--- config.mk ---
export PLATFORM = sky130hd
export DESIGN_NAME = fetch_unit
export DESIGN_NICKNAME = d
export VERILOG_FILES = /design/src/rtl/fetch_unit.sv
export SDC_FILE = /design/constraint.sdc
export NUM_CORES = 1
export LEC_CHECK = 0
export CAP_MARGIN = 0
export CELL_PAD_IN_SITES_DETAIL_PLACEMENT = 0
export CELL_PAD_IN_SITES_GLOBAL_PLACEMENT = 1
export CORE_ASPECT_RATIO = 0.7
export CORE_UTILIZATION = 31
export CTS_BUF_LIST = sky130_fd_sc_hd__clkbuf_16
export CTS_CLUSTER_DIAMETER = 80
export DETAILED_ROUTE_END_ITERATION = 7
export PLACE_DENSITY = 0.75
export SLEW_MARGIN = 20
export SYNTH_ARGS = -nofsm -noshare
export SYNTH_HDL_FRONTEND = slang
export SYNTH_SLANG_ARGS = --single-unit
export TNS_END_PERCENT = 50
--- constraint.sdc ---
create_clock -name CLK -period 2.3 [get_ports CLK]
set_input_delay 0.575 -clock CLK [delete_from_list [all_inputs] [get_ports CLK]]
set_output_delay 0.575 -clock CLK [all_outputs]
set_load 0.02 [all_outputs]
--- src/rtl/fetch_unit.sv ---
// RISC_TOY fetch stage and IF/ID pipeline register.
// Tracks fetch-slot validity so stalls and redirects never hand stale or wrong-path words to decode.
module fetch_unit #(
    parameter logic [31:0] RESET_PC  = 32'h0000_0000,
    parameter logic [31:0] NOP_INSTR = 32'h0000_0000,
    parameter int          CNT_W     = 16
) (
    input  logic             CLK,
    input  logic             RSTn,
    input  logic             PCWrite,
    input  logic             IMRead,
    input  logic             FDWrite,
    input  logic             Jump,
    input  logic             Branch,
    input  logic             Taken,
    input  logic [31:0]      RedirectPC,
    output logic [31:0]      IADDR,
    output logic             IREQ,
    input  logic [31:0]      IDATA,
    output logic [31:0]      PC_D,
    output logic [31:0]      PCPlus4_D,
    output logic [31:0]      INSTR_D,
    output logic             Valid_D,
    output logic [CNT_W-1:0] StallCnt,
    output logic [CNT_W-1:0] FlushCnt
);

    logic [31:0]      r_pc_f;
    logic             r_fvalid;
    logic [31:0]      r_pc_d;
    logic [31:0]      r_instr_d;
    logic             r_valid_d;
    logic [CNT_W-1:0] r_stall_cnt;
    logic [CNT_W-1:0] r_flush_cnt;

    logic        w_redirect;
    logic        w_fetch;
    logic [31:0] w_target;
    logic [31:0] w_pc_f_plus4;

    assign w_redirect   = Jump | (Branch & Taken);
    assign w_target     = RedirectPC & 32'hFFFF_FFFC;
    assign w_pc_f_plus4 = r_pc_f + 32'd4;
    // PCWrite=0 with IMRead=1 is an illegal hazard combination; it is treated as no fetch.
    assign w_fetch      = IMRead & PCWrite & ~w_redirect;

    assign IREQ      = IMRead & ~w_redirect;
    assign IADDR     = r_fvalid ? w_pc_f_plus4 : r_pc_f;
    assign PC_D      = r_pc_d;
    assign PCPlus4_D = r_pc_d + 32'd4;
    assign INSTR_D   = r_instr_d;
    assign Valid_D   = r_valid_d;
    assign StallCnt  = r_stall_cnt;
    assign FlushCnt  = r_flush_cnt;

    always_ff @(posedge CLK or negedge RSTn) begin
        if (!RSTn) begin
            r_pc_f   <= RESET_PC;
            r_fvalid <= 1'b0;
        end else if (w_redirect) begin
            r_pc_f   <= w_target;
            r_fvalid <= 1'b0;
        end else if (w_fetch) begin
            if (r_fvalid) begin
                r_pc_f <= w_pc_f_plus4;
            end
            r_fvalid <= 1'b1;
        end
    end

    // A redirect squashes decode even while the hazard unit holds IF/ID.
    always_ff @(posedge CLK or negedge RSTn) begin
        if (!RSTn) begin
            r_pc_d    <= 32'h0000_0000;
            r_instr_d <= NOP_INSTR;
            r_valid_d <= 1'b0;
        end else if (w_redirect) begin
            r_instr_d <= NOP_INSTR;
            r_valid_d <= 1'b0;
        end else if (FDWrite) begin
            r_pc_d    <= r_pc_f;
            r_instr_d <= r_fvalid ? IDATA : NOP_INSTR;
            r_valid_d <= r_fvalid;
        end
    end

    always_ff @(posedge CLK or negedge RSTn) begin
        if (!RSTn) begin
            r_stall_cnt <= '0;
            r_flush_cnt <= '0;
        end else begin
            if (!FDWrite && (r_stall_cnt != {CNT_W{1'b1}})) begin
                r_stall_cnt <= r_stall_cnt + {{(CNT_W-1){1'b0}}, 1'b1};
            end
            if (w_redirect && (r_flush_cnt != {CNT_W{1'b1}})) begin
                r_flush_cnt <= r_flush_cnt + {{(CNT_W-1){1'b0}}, 1'b1};
            end
        end
    end

    a_pcwrite_imread : assert property (@(posedge CLK) disable iff (!RSTn) !(IMRead && !PCWrite));

endmodule

## Word level (Yosys, flattened, before mapping)

Index checks and enable logic that the tools add are counted.

- Add/sub/neg operators: 4
- Equality and inequality tests: 2
- Mux-type cells: 10
- Bitwise gates (word level): 6
- Reductions and logical operators: 6

Operator list:

| cell | number |
|---|---|
| $mux 32 | 6 |
| $add 32x3->32 const B | 2 |
| $add 16x1->16 const B | 2 |
| $ne 16x16->1 const B | 2 |
| $and 1x1->1 | 4 |
| $mux 1 | 4 |
| $reduce_bool 2->1 | 2 |
| $logic_and 1x1->1 | 2 |
| $reduce_and 2->1 | 1 |
| $logic_not 1->1 | 1 |
| $not 1->1 | 1 |
| $or 1x1->1 | 1 |

- Bits in registers: 130
- Input port bits: 72
- Output and inout bits: 162
- Logic and storage cells: 35

## Longest topological paths before layout

Gate-level depths: netlist of the first run.

- Depth in word-level cells: 6
- Gate-level depth with buffers: 7
- Mapped depth without buffers: 6

## Least setup slack after synthesis of the first run

OpenSTA, ideal clock, no wires.

- Path kind: register -> output
- From: reg r_pc_f[2]
- To: out IADDR[24]
- Data arrival time: 1945 ps
- Data required time: 1725 ps
- Setup slack: -220 ps
- Stages on the path, launching flop included: 8
- Path buffers: 1
- Cells stage by stage: dfrtp_1 ha_1 nand4_4 or2_1 buf_6 nor4_4 nand2_1 xnor2_1

- Cells in the longest elaborated chain, start to end: 2

RTL lines:

| element | line | source |
|---|---|---|
| from (decl) | 28 | `logic [31:0] r_pc_f;` |
| from (signal assigned) | 61 | `r_pc_f <= w_target;` |
| from (signal assigned) | 65 | `r_pc_f <= w_pc_f_plus4;` |
| $add 32x3->32 | 43 | `assign w_pc_f_plus4 = r_pc_f + 32'd4;` |
| $mux 32 | n/a |  |
| to (decl) | 17 | `output logic [31:0] IADDR,` |

Every way passes these cells.

## Final worst setup path of the first run

- From: reg r_pc_d[19] (netlist: PC_D[19])
- To: out PCPlus4_D[31]

- Cells in the longest elaborated chain, start to end: 1

RTL lines:

| element | line | source |
|---|---|---|
| from (decl) | 30 | `logic [31:0] r_pc_d;` |
| from (signal assigned) | 81 | `r_pc_d <= r_pc_f;` |
| $add 32x3->32 | 50 | `assign PCPlus4_D = r_pc_d + 32'd4;` |
| to (decl) | 21 | `output logic [31:0] PCPlus4_D,` |

Every way passes these cells.

==> flow_summary_export.csv, run 1 <==
group,metric,value,unit
hold_path,timing.hold.worst.class,"in2async",
synth,yosysWarnings,0,
finish,drive_above_1_share,0.373,
finish,post_layout_nonfiller_instances,1284,
critical_path,crit_chain,"nand3_2 -> or3_4 -> nor3_4 -> buf_6 -> buf_6 -> nand4_1 -> xnor2_2 -> buf_4",
critical_path,critPathMostFrequentCell,"sky130_fd_sc_hd__buf_6",
finish,layout_cell_area_excl_fill,11400,sq um
cts,cts_buffers,17,
detailed_routing,drt-pass1-iter-count,4,
cts,cts_tree,"built",
power_and_ir_drop,peakVddDrop,0.380,mV
critical_path,worstPathMaxFanout,4,
timing,hold_viol_final,0,
timing,max_freq,0.362,GHz
power_and_ir_drop,cellPowerDensity,749,nW/um^2
synth,synth-async-reset-ratio,1.00,
synth,post_synth_instance_area,6630,sq um
placement,placedCellCount,1221,
die,placementRows,44,
cts,cts_buffer_depth,2,
cts,cts-htree-levels,4,
timing,min_period,2760,ps
critical_path,cp-end-kind,"output pin",
power_and_ir_drop,leakage,5.07,nW
die,coreArea,20900,sq um
synth,synth_top_area_share,0.476,
critical_path,worstPathArrival,2190,ps
cts,cts_hold_buffers,0,
synth,synth_edf_count,0,
critical_path,critical-path-slowest-cell,"sky130_fd_sc_hd__or3_4",
critical_path,r2r_cells,9,
detailed_routing,routed_length_per_placed_instance,16.6,um
synth,postSynthCellCount,640,
critical_path,ff2ff_setup_slack,430,ps
finish,n_fill_cell,1845,
global_route,wire_length_of_the_first_global_routing_pass,33300,um
die,initial_utilization,0.318,
global_route,grt_antenna_before_repair,1,
timing,clock_skew,13.3,ps
placement,dpl-instance-area,10200,sq um
timing,fin_crit_sh,1.20,
die,die-area,22000,sq um
placement,port_buffers,225,
critical_path,critical_path_class,"reg2out",
finish,multi_input_area,3830,sq um
cts,clock_pin_transition_on_the_worst_setup_and_hold_timing_paths,60,ps
flow_run,max_cap_viols,0,
detailed_routing,totalWireLength,21300,um
global_route,vias_in_the_first_global_route,5972,
cts,cts_num_sinks,126,
die,width_of_the_chip,177,um
cts,cts-root-buf,"sky130_fd_sc_hd__clkbuf_16",
critical_path,worstReg2RegStart,"r_pc_f[2]",
placement,place_hpwl,15300,um
detailed_routing,detail_route_antenna_nets,0,
critical_path,cp_num_buf_inv,3,
global_route,grt_max_degree,70,
status,status,"finished with violations",
synth,synth_area_per_cell,10.4,sq um
synth,ys_seq_area_frac,0.476,
synth,post_synth_num_cell_types,47,
detailed_routing,num_vias,6079,
synth,post-synth-top-area-cell,"sky130_fd_sc_hd__dfrtp_1",
global_route,final_global_route_overflow_total,0,
synth,ys_seq_elements,126,
critical_path,critPathRequiredTime,1730,ps
cts,clkLatencyLatePin,420,ps
critical_path,critical_path.top_delay_family,"simple AND/OR/NAND/NOR gates",
detailed_routing,remaining_drcs,0,
detailed_routing,first_iter_violations,247,
finish,synthToLayoutAreaGrowth,72.0,%
power_and_ir_drop,power,8.53,mW
synth,synth_ff_type,"sky130_fd_sc_hd__dfrtp_1",
placement,gp_congestion,0.810,
global_route,global_route.usage.total,0.194,
status,failing_checks,"setup timing",
finish,final-seq-area,3170,sq um
timing,setup_ws,-463,ps
die,die_height,124,um
synth,leading_post_synthesis_cells_by_cell_area,"sky130_fd_sc_hd__dfrtp_1, sky130_fd_sc_hd__xnor2_1, sky130_fd_sc_hd__xor2_1",
detailed_routing,viasPerCell,4.73,
critical_path,critical_path.startpoint_type,"flip-flop",
die,ios,234,
timing,drv_slew,0,
finish,final_net_count,1071,
timing,finalSetupViolCount,47,
critical_path,crit_path_max_incr_delay,400,ps
critical_path,worst_r2r_endpoint,"r_pc_f[30]",
timing,setup_repair_after_global_routing_missed_its_margin,"true",
finish,antenna_cells_inserted,0,
timing repair:
| action | 4_1_cts | 5_1_grt |
|---|---|---|
| pin swaps | 18 | 37 |
| buffers inserted | 12 | 22 |
| endpoints found under the setup margin | 60 | 55 |
| resized for setup | 300 | 92 |
synth_stat cells (2+ instances only):
cell type,number
sky130_fd_sc_hd__o21ai_0,15
sky130_fd_sc_hd__and4_1,4
sky130_fd_sc_hd__xnor2_1,69
sky130_fd_sc_hd__dfrtp_1,126
sky130_fd_sc_hd__clkbuf_1,24
sky130_fd_sc_hd__and3_1,13
sky130_fd_sc_hd__a22o_1,32
sky130_fd_sc_hd__mux2i_1,2
sky130_fd_sc_hd__a21o_1,2
sky130_fd_sc_hd__or3_4,2
sky130_fd_sc_hd__nand2_1,70
sky130_fd_sc_hd__nor3_4,2
sky130_fd_sc_hd__buf_4,10
sky130_fd_sc_hd__inv_1,8
sky130_fd_sc_hd__nor3_1,10
sky130_fd_sc_hd__buf_1,3
sky130_fd_sc_hd__ha_1,4
sky130_fd_sc_hd__nor3_2,2
sky130_fd_sc_hd__nor4_4,2
sky130_fd_sc_hd__and2_1,4
sky130_fd_sc_hd__nand3_2,2
sky130_fd_sc_hd__nand4_1,36
sky130_fd_sc_hd__nor4_2,2
sky130_fd_sc_hd__nand3_1,37
sky130_fd_sc_hd__a21oi_1,5
sky130_fd_sc_hd__nor4_1,6
sky130_fd_sc_hd__nand4_2,2
sky130_fd_sc_hd__nor2_1,29
sky130_fd_sc_hd__mux2_2,31
sky130_fd_sc_hd__o21ai_1,17
sky130_fd_sc_hd__xor2_1,43
sky130_fd_sc_hd__buf_2,11
flip-flops by register name, summed over array words and instances (netlist names):
name	cells
FlushCnt	16
INSTR_D	32
PC_D	30
StallCnt	16
Valid_D	1
r_fvalid	1
r_pc_f	30
report_power, final:
part           internal [mW]  total, mW  switching (mW)
clock network           1.59       2.63            1.05
registers               2.54       2.88           0.339
logic                   1.51       3.02            1.51
total                   5.63       8.53            2.90
metal layers:
layer,GRT usage,wire length (um),vias to the layer above
met1,0.284,10500,2940
met5,0,0,-
met2,0.275,9130,177
met3,0.0571,1400,21
met4,0.0487,208,0
li1,-,-,2941
stage by stage:
step           hold WS [ps]  utilization  setup slack [ps]  setup TNS, ps
6_report                148        0.546              -463         -13430
5_1_grt                 169        0.546              -581         -17640
4_1_cts                 165        0.525              -501         -14630
3_5_place_dp            470        0.487              -531         -16970
3_3_place_gp            460        0.487              -532         -16150
2_1_floorplan           279            -             -77.5           -164
final cells by class:
| cell class | count | area share |
|---|---|---|
| multi-input combinational | 461 | 0.336 |
| clock inverter | 15 | 0.0131 |
| clock buffer | 17 | 0.0373 |
| tap | 276 | 0.0303 |
| timing repair buffer | 381 | 0.303 |
| inverter | 8 | 0.00264 |
| sequential | 126 | 0.278 |
cells in the final DEF (no fill, tap or decap), drive strengths merged, types with 5 or more instances in the layout:
master,instances
buf,207
clkdlybuf4s50,164
dfrtp,126
nand2,70
xnor2,69
xor2,43
nand4,39
nand3,39
a22o,32
mux2,32
o21ai,32
nor2,30
clkbuf,20
nor3,14
and3,13
clkinv,10
nor4,10
inv,8
conb,6
a21oi,5
cell families (layout without fill, tap and decap cells):
group           after synthesis  count (layout)  share of synthesized area
simple gates                229             229                      0.189
flops                       126             126                      0.476
xor+xnor                    112             112                      0.148
compound gates               76              76                     0.0795
buf+inv                      58             421                     0.0419
mux                          34              34                     0.0574
fa+ha+maj                     4               4                    0.00755
other cells                   1               6                   0.000566
worst max-delay path by stage:
stage | from | endpoint | slack [ps] | cells after the start
4_1_cts | PC_D[13] | PCPlus4_D[31] | -500 | 8
3_5_place_dp | r_pc_f[2] | IADDR[21] | -530 | 8
2_1_floorplan | r_pc_f[2] | IADDR[28] | -80 | 7
5_1_grt | PC_D[19] | PCPlus4_D[31] | -580 | 8
3_3_place_gp | r_pc_f[7] | IADDR[21] | -530 | 8
6_report | PC_D[19] | PCPlus4_D[31] | -460 | 8
No activity file was read; power rests on OpenSTA's default activity.
==> run 2: changes to the inputs <==
--- a/config.mk
+++ b/config.mk
@@ -9,12 +9,11 @@
 export CELL_PAD_IN_SITES_DETAIL_PLACEMENT = 0
 export CELL_PAD_IN_SITES_GLOBAL_PLACEMENT = 1
 export CORE_ASPECT_RATIO = 0.7
-export CORE_UTILIZATION = 31
-export CTS_BUF_LIST = sky130_fd_sc_hd__clkbuf_16
+export CORE_UTILIZATION = 32
+export CTS_BUF_LIST = sky130_fd_sc_hd__clkbuf_2
 export CTS_CLUSTER_DIAMETER = 80
 export DETAILED_ROUTE_END_ITERATION = 7
-export PLACE_DENSITY = 0.75
-export SLEW_MARGIN = 20
+export PLACE_DENSITY = 0.77
 export SYNTH_ARGS = -nofsm -noshare
 export SYNTH_HDL_FRONTEND = slang
 export SYNTH_SLANG_ARGS = --single-unit
==> run 2 against run 1 <==
Effect of this change:
- global-route usage grew 0.54 points
- the run still ends with setup timing left
- utilization grew 0.39 points
- final area shrank 3.1%
- register-to-register slack is essentially flat
- clock power shrank 42%
- sequential cell count is the same
- first-iteration DRC count grew 23%
- final cell count shrank 0.31%
- die area shrank 3.1%
- largest power group unchanged
- count of clock-buffer cells in the layout is the same
- combinational power shrank 3%
- clock skew grew 17 ps
==> flow_summary_export.csv, run 2 (synthesized netlist as in run 1, its figures left out) <==
group,metric,value,unit
power_and_ir_drop,power,7.32,mW
critical_path,worstPathMaxFanout,3,
cts,cts-root-buf,"sky130_fd_sc_hd__clkbuf_2",
cts,cts_buffers,17,
status,status,"finished with violations",
finish,final_net_count,1073,
detailed_routing,viasPerCell,4.69,
cts,cts-htree-levels,4,
die,placementRows,43,
timing,slew_at_the_pin_with_the_worst_max_slew_slack,749,ps
power_and_ir_drop,leakage,5.25,nW
detailed_routing,totalWireLength,20800,um
timing,clock_skew,30.6,ps
cts,cts_tree,"built",
timing,drv_slew,0,
placement,placement.setup.worst_slack,-567,ps
finish,flip_flop_count_of_the_largest_register_after_layout,32,
cts,clkLatencyLatePin,690,ps
critical_path,ff2ff_setup_slack,440,ps
global_route,wire_length_of_the_first_global_routing_pass,32700,um
critical_path,critical_path.startpoint_type,"flip-flop",
cts,cts_num_sinks,126,
timing,fin_crit_sh,1.30,
placement,port_buffers,225,
die,initial_utilization,0.330,
detailed_routing,drt-pass1-iter-count,4,
detailed_routing,routed_length_per_placed_instance,16.3,um
detailed_routing,num_vias,6000,
timing,max_freq,0.336,GHz
timing,hold_viol_final,0,
critical_path,crit_chain,"and3_4 -> nand3_4 -> or3_4 -> nor3_4 -> xor2_2 -> buf_6",
finish,layout_common_cells,"sky130_fd_sc_hd__buf_4, sky130_fd_sc_hd__dfrtp_1, sky130_fd_sc_hd__dlygate4sd2_1",
power_and_ir_drop,peakVddDrop,0.344,mV
global_route,grt_antenna_before_repair,2,
finish,post_layout_nonfiller_instances,1280,
global_route,global_route.usage.total,0.199,
placement,gp_congestion,0.820,
timing,setup_ws,-679,ps
status,failing_checks,"setup timing",
finish,synthToLayoutAreaGrowth,66.6,%
timing,hold-worst-slack,413,ps
placement,dpl-instance-area,10100,sq um
finish,layout.cells.most_common,"sky130_fd_sc_hd__buf_4",
cts,cts_buffer_depth,2,
die,coreArea,20100,sq um
timing,worst_slew_margin_relative_to_its_limit,0.501,
flow_run,max_cap_viols,0,
timing,fin_tns_setup,-26660,ps
cts,clock_pin_transition_on_the_worst_setup_and_hold_timing_paths,200,ps
global_route,grt_max_degree,127,
placement,placedCellCount,1216,
finish,layout.core_utilization,0.550,
critical_path,critPathRequiredTime,1730,ps
critical_path,critical-path-slowest-cell,"sky130_fd_sc_hd__dfrtp_1",
global_route,final_global_route_overflow_total,0,
hold_path,timing.hold.worst.class,"in2reg",
finish,drive_above_1_share,0.397,
timing,setup_repair_after_global_routing_missed_its_margin,"true",
global_route,vias_in_the_first_global_route,5935,
detailed_routing,detail_route_antenna_nets,0,
critical_path,crit_path_max_incr_delay,470,ps
critical_path,cp-end-kind,"output pin",
die,die_height,122,um
finish,layout_cell_area_excl_fill,11000,sq um
die,ios,234,
critical_path,worstPathArrival,2400,ps
die,width_of_the_chip,174,um
timing,min_period,2980,ps
critical_path,critical_path_class,"reg2out",
detailed_routing,remaining_drcs,0,
finish,n_fill_cell,1780,
placement,place_hpwl,15200,um
detailed_routing,first_iter_violations,305,
die,die-area,21300,sq um
power_and_ir_drop,cellPowerDensity,663,nW/um^2
timing,finalSetupViolCount,57,
run 2: layout make-up:
class                           instances  area, sq um  area share
Timing Repair Buffer                  383         3360       0.304
Multi-Input combinational cell        461         3870       0.351
Clock inverter                         14          174      0.0158
Inverter                                8         30.0     0.00272
Sequential cell                       126         3180       0.288
Antenna cell                            1         2.50    0.000227
Tap cell                              270          338      0.0306
Clock buffer                           17         85.1     0.00771
run 2: worst paths after layout:
path,start,endpoint,depth (start not counted)
setup reg to reg,r_pc_f[4],r_pc_f[16],10
max in group asynchronous,RSTn,r_pc_f[5],3
hold reg to reg,Valid_D,Valid_D,1
hold / removal,RedirectPC[15],r_pc_f[15],3
min in group asynchronous,RSTn,r_pc_f[18],3
setup / recovery,PC_D[3],PCPlus4_D[19],6
run 2: power by group:
group          internal, mW  switching, mW  leakage, nW  total [mW]
clock                 0.691          0.834        0.150        1.53
sequential             2.53          0.341         1.58        2.87
combinational          1.39           1.53         3.52        2.92
run 2: repair_timing:
item                                    in CTS  in global routing
hold endpoints to repair                   126                  0
endpoints found under the setup margin     156                 83
buffers inserted                            20                 15
gates resized for setup                    508                 73
hold buffers                                 1                  0
pin swaps                                   46                 25
cloned                                       0                  0
run 2: critical path, delay by kind of cell (launching register included):
kind | cells | cell delay [ps]
XOR/XNOR | 1 | 160
buffers and inverters | 1 | 130
flip-flops | 1 | 470
AND/OR/NAND/NOR | 4 | 960
run 2: layer usage:
| metal | track usage | vias up | part of all wire |
|---|---|---|---|
| met4 | 0.0532 | 2 | 0.0067 |
| met2 | 0.295 | 171 | 0.44 |
| li1 | - | 2937 | - |
| met5 | 0 | - | 0.00058 |
| met1 | 0.276 | 2878 | 0.48 |
| met3 | 0.0688 | 12 | 0.072 |
